===== config.mk =====
export PLATFORM = sky130hd
export DESIGN_NAME = pwm_peripheral
export DESIGN_NICKNAME = d
export VERILOG_FILES = /design/src/rtl/pwm_peripheral.sv
export SDC_FILE = /design/constraint.sdc
export NUM_CORES = 1
export LEC_CHECK = 0
export CAP_MARGIN = 0
export CELL_PAD_IN_SITES_DETAIL_PLACEMENT = 1
export CELL_PAD_IN_SITES_GLOBAL_PLACEMENT = 2
export CORE_ASPECT_RATIO = 2
export CORE_MARGIN = 5
export CORE_UTILIZATION = 25
export CTS_BUF_LIST = sky130_fd_sc_hd__clkbuf_2
export CTS_CLUSTER_DIAMETER = 60
export DETAILED_ROUTE_END_ITERATION = 7
export GPL_TIMING_DRIVEN = 0
export PLACE_DENSITY = 0.74
export SYNTH_ARGS = -nofsm -noshare
export SYNTH_HDL_FRONTEND = slang
export SYNTH_SLANG_ARGS = --single-unit

===== constraint.sdc =====
create_clock -name clk -period 2.02 [get_ports clk]
set_input_delay 0.404 -clock clk [delete_from_list [all_inputs] [get_ports clk]]
set_output_delay 0.404 -clock clk [all_outputs]
set_load 0.02 [all_outputs]

===== src/rtl/pwm_peripheral.sv =====
// 16-pin output driver with a shared, period-boundary-buffered PWM waveform.
// Optional PWM_PERIOD_TICK_EN adds a one-clk period_start pulse aligned with each new period.
module pwm_peripheral #(
  parameter int PRESCALE = 13
) (
  input  logic        clk,
  input  logic        rst_n,
  input  logic [7:0]  en_reg_out_7_0,
  input  logic [7:0]  en_reg_out_15_8,
  input  logic [7:0]  en_reg_pwm_7_0,
  input  logic [7:0]  en_reg_pwm_15_8,
  input  logic [7:0]  pwm_duty_cycle,
  output logic [15:0] out
`ifdef PWM_PERIOD_TICK_EN
  ,
  output logic        period_start
`endif
);

  localparam int PW = (PRESCALE > 1) ? $clog2(PRESCALE) : 1;
  localparam logic [PW-1:0] PRESC_LAST = PW'(PRESCALE - 1);

  logic [PW-1:0] r_presc_cnt;
  logic [7:0]    r_pwm_cnt;
  logic [7:0]    r_duty_sh;
  logic          w_tick;
  logic          w_boundary;
  logic          w_pwm_lvl;
  logic [15:0]   w_en_out;
  logic [15:0]   w_en_pwm;
  logic [15:0]   w_out_next;

  assign w_en_out   = {en_reg_out_15_8, en_reg_out_7_0};
  assign w_en_pwm   = {en_reg_pwm_15_8, en_reg_pwm_7_0};
  assign w_tick     = (r_presc_cnt == PRESC_LAST);
  assign w_boundary = w_tick && (r_pwm_cnt == 8'hFF);

  // Full scale is forced high so 0xFF means a true 100% with no one-step dip.
  assign w_pwm_lvl = (r_duty_sh == 8'hFF) || (r_pwm_cnt < r_duty_sh);

  always_ff @(posedge clk or negedge rst_n) begin
    if (!rst_n) begin
      r_presc_cnt <= '0;
    end else if (w_tick) begin
      r_presc_cnt <= '0;
    end else begin
      r_presc_cnt <= r_presc_cnt + 1'b1;
    end
  end

  always_ff @(posedge clk or negedge rst_n) begin
    if (!rst_n) begin
      r_pwm_cnt <= 8'h00;
    end else if (w_tick) begin
      r_pwm_cnt <= r_pwm_cnt + 8'h01;
    end
  end

  // Duty is only taken at the period boundary, so mid-period writes never cut or stretch a pulse.
  always_ff @(posedge clk or negedge rst_n) begin
    if (!rst_n) begin
      r_duty_sh <= 8'h00;
    end else if (w_boundary) begin
      r_duty_sh <= pwm_duty_cycle;
    end
  end

  generate
    for (genvar gi = 0; gi < 16; gi++) begin : g_pin
      assign w_out_next[gi] = w_en_out[gi] && (!w_en_pwm[gi] || w_pwm_lvl);
    end
  endgenerate

  always_ff @(posedge clk or negedge rst_n) begin
    if (!rst_n) begin
      out <= 16'h0000;
    end else begin
      out <= w_out_next;
    end
  end

`ifdef PWM_PERIOD_TICK_EN
  always_ff @(posedge clk or negedge rst_n) begin
    if (!rst_n) begin
      period_start <= 1'b0;
    end else begin
      period_start <= w_boundary;
    end
  end
`endif

endmodule


==> key figures <==
Synthesis
  • Post-synthesis mux area share: between 6 and 7%
  • Syn nets: approximately 170
  • XOR/XNOR Fraction of Synth Area: about 4.3%
  • Number of synthesis warnings: 0
  • Netlist Area Pre-Place: between 1500 and 2000 um2
  • Number of synthesized register bits: 36
  • Syn Inst Count: ~120
  • Yosys top cell by area: dfrtp_1
  • Combinational family with the most area after synthesis: compound AO/OA/AOI/OAI gates
  • Synth Area in Compound Gates: between 10% and 20%
  • Largest cells by area after synthesis: dfrtp_1 (55%), ha_1 (7.6%), a21boi_2 (6.8%), mux2_2 (6.2%), xnor2_1 (3.2%)
  • Post-synth top area share: approximately 55%
  • Adder-Cell Fraction of Synth Area: ~7.6%
  • Yosys cell types: 27
  • Synth Area per Inst: about 13 um2
  • Share of the yosys chip area belonging to registers: about 55%
  • Post-Synth Simple-Gate Area: 7.31%

Finish
  • Area of the multi-input gates: around 680 um2
  • Storage cell area: ~900 um2
  • Ant. Diodes: 0
  • Ratio of cells with drive above 1 in the final layout: 18.5%
  • Non-filler cells, final: approximately 280
  • Nets: 240
  • Final instance area: approximately 2400 um2
  • Fillers: about 760
  • Layout area overhead: 45.8%

Routing
  • Drt via density: roughly 4.2
  • First drt pass iteration count: 3
  • Post-DRT Antenna Nets: 0
  • Via count: between 1,000 and 1,500
  • Iter 0 DRT Violations: 23
  • Wire per inst: ~13 um
  • Wirelength, routed: 3.69 mm
  • Residual DRC: 0

Power
  • Pwr dens: ~580 nW/um2
  • LEAKAGE: approximately 1.0 nW
  • Worst-case vdd ir drop: roughly 0.25 mV

Clocking
  • Clock latency on the worst-skew pair: between 0.3 and 0.4 ns
  • CTS Buffer Depth: 2
  • Clock Sink Count: 36
  • Clock Tree Root: clkbuf_2
  • CTS tree: done
  • Clk slew on worst S/H paths: between 0.15 and 0.2 ns
  • TritonCTS buffer count: 5
  • # resized after CTS: 0
  • H-tree depth: 2

STA
  • Final Setup Violations: 0
  • RSZ-0062 raised after global routing: false
  • Slew headroom: a little under half
  • Final Hold Viols: 0
  • Worst Skew: around 0.0067 ns
  • Slew Limit Fails: 0
  • Fin crit share: roughly nine tenths
  • Crit path time final: between 1.5 and 2 ns
  • Worst-Margin Slew: roughly 0.8 ns
  • Max Fclk: around 0.54 GHz

Floorplan
  • Starting density of the core: about a quarter
  • Row count: 42
  • I/O pin total: 58
  • Core ar.: roughly 6500 um2
  • DIE AREA: ~8400 um2
  • Die height: ~120 um
  • Die W: 67.3 um

Critical path
  • Critical path data required time: between 2 and 2.5 ns
  • Crit path kind: flop to flop
  • Register-to-register setup slack: 0.18 ns
  • R2R cell count: 6
  • Worst EP arrival: around 2.1 ns
  • Worst R2R Start: r_pwm_cnt[6]$_DFFE_PN0P_
  • Crit. End Element: flop
  • Startpoint types: flop
  • Reg-to-reg critical path endpoint: out[1]$_DFF_PN0_
  • Critical-path maximum fanout: 10

Placement
  • Placer Congestion: about 0.66
  • Post-DP Area: ~2300 um2
  • PortBufs: 57
  • Hpwl dp: ~3 mm
  • Dpl cells: roughly 270

Run status
  • Status: finished, final reports clean

Global route
  • Vias in the first global route: 1,355
  • Initial antenna violation count: 0
  • Total track usage: about a tenth
  • First-pass GRT wire length: around 6.5 mm
  • GRT overflow: 0
  • Largest net degree at the start of global routing: 37

Flow run
  • Max-Cap Viols: 0

Hold path
  • Hold WC Path Type: input port to asynchronous set/reset pin
[registers in the layout (all words and copies together) (netlist names)]
register / count
out: 16
r_duty_sh: 8
r_presc_cnt: 4
r_pwm_cnt: 8
[area by class of cell]
| cell class | count | share of cell area (%) |
|---|---|---|
| multi-input combinational | 73 | 28.5 |
| clock buffer | 5 | 1.04 |
| tap | 88 | 4.59 |
| buffer | 2 | 0.783 |
| timing repair buffer | 59 | 24.2 |
| sequential | 36 | 37.6 |
| inverter | 11 | 1.72 |
| clock inverter | 3 | 1.57 |
[stage by stage]
stage / hold slack [ns] / utilization [%] / setup slack [ns] / TNS, ns / power [mW]
final: 0.0994 / 36.8 / 0.176 / 0 / 1.39
after global placement: 0.449 / 35.7 / -0.275 / -9.83 / 0.964
after detailed placement: 0.472 / 35.6 / 0.0991 / 0 / 0.967
after floorplan: 0.108 / - / 0.338 / 0 / 0.829
after global routing: 0.140 / 36.8 / 0.0257 / 0 / 1.46
after CTS: 0.0922 / 36.6 / 0.0754 / 0 / 1.42
[metal layers]
layer  routed length (um)  GRT usage (%)  vias up
li1                     -              -      554
met1                 1420           11.0      546
met2                 1790           15.7       52
met3                  444           5.96        3
met4                   32           3.59        0
met5                    0              0        -
[what timing repair did]
action	4_1_cts	5_1_grt
endpoints found under the hold margin	0	0
setup buffers	0	2
hold buffers	0	0
setup endpoints to repair	0	10
[worst max-delay path: stages (launching register included)]
cell	delay (ns)
dfrtp_1	0.45
ha_1	0.33
and4_1	0.20
o21ai_1	0.09
o32ai_4	0.38
buf_6	0.23
a21boi_2	0.08
[cell families (layout without fill, tap and decap cells)]
group / after synthesis / in the layout
DFF: 36 / 36
AOI/OAI and AO/OA: 26 / 26
and+or+nand+nor: 20 / 20
buffers and inverters: 13 / 80
adders and majority gates: 10 / 10
muxes: 9 / 9
xor gates and xnor gates: 8 / 8
[cell usage in the layout, fill, tap and decap left out, types with 2 or more instances in the layout]
cell type and n:
xnor2_1 6, clkbuf_2 5, ha_1 10, a21boi_2 10, mux2_2 9, clkdlybuf4s50_1 56, nor2_1 7, dfrtp_1 36
xor2_1 2, nand4_1 5, clkinv_1 2, nand2_1 3, a21boi_0 6, inv_1 11, a21oi_1 2, buf_4 3
[how the worst max path moves through the flow]
| stage | endpoint | startpoint | cells after the start |
|---|---|---|---|
| final | out[1]$_DFF_PN0_ | r_pwm_cnt[6]$_DFFE_PN0P_ | 6 |
| after global routing | out[1]$_DFF_PN0_ | r_duty_sh[6]$_DFFE_PN0P_ | 7 |
| after CTS | out[1]$_DFF_PN0_ | r_pwm_cnt[6]$_DFFE_PN0P_ | 6 |
| after detailed placement | out[1]$_DFF_PN0_ | r_pwm_cnt[6]$_DFFE_PN0P_ | 6 |
| after global placement | out[13]$_DFF_PN0_ | rst_n | 1 |
| after floorplan | out[0]$_DFF_PN0_ | r_pwm_cnt[6]$_DFFE_PN0P_ | 6 |
[report_power, final]
group,total [mW],internal [mW],switching [mW]
registers,0.757,0.746,0.0112
logic,0.193,0.122,0.0711
clock network,0.441,0.202,0.239
total,1.39,1.07,0.322
[Yosys cell counts]
cell,instances
buf_4,1
a21oi_1,2
a2111oi_4,1
dfrtp_1,36
a41o_1,1
and4_1,1
o41ai_1,1
xnor2_1,6
o21ai_0,1
a21boi_2,10
nand2b_4,1
nand2_4,1
ha_1,10
nor2_1,7
o21ai_1,1
nand2_1,3
o21a_1,1
mux2_2,9
a21o_1,1
nand4_1,5
xor2_1,2
and3_4,1
a21boi_0,6
buf_6,1
and3_1,1
o32ai_4,1
inv_1,11
(Power assumes the default switching activity.)
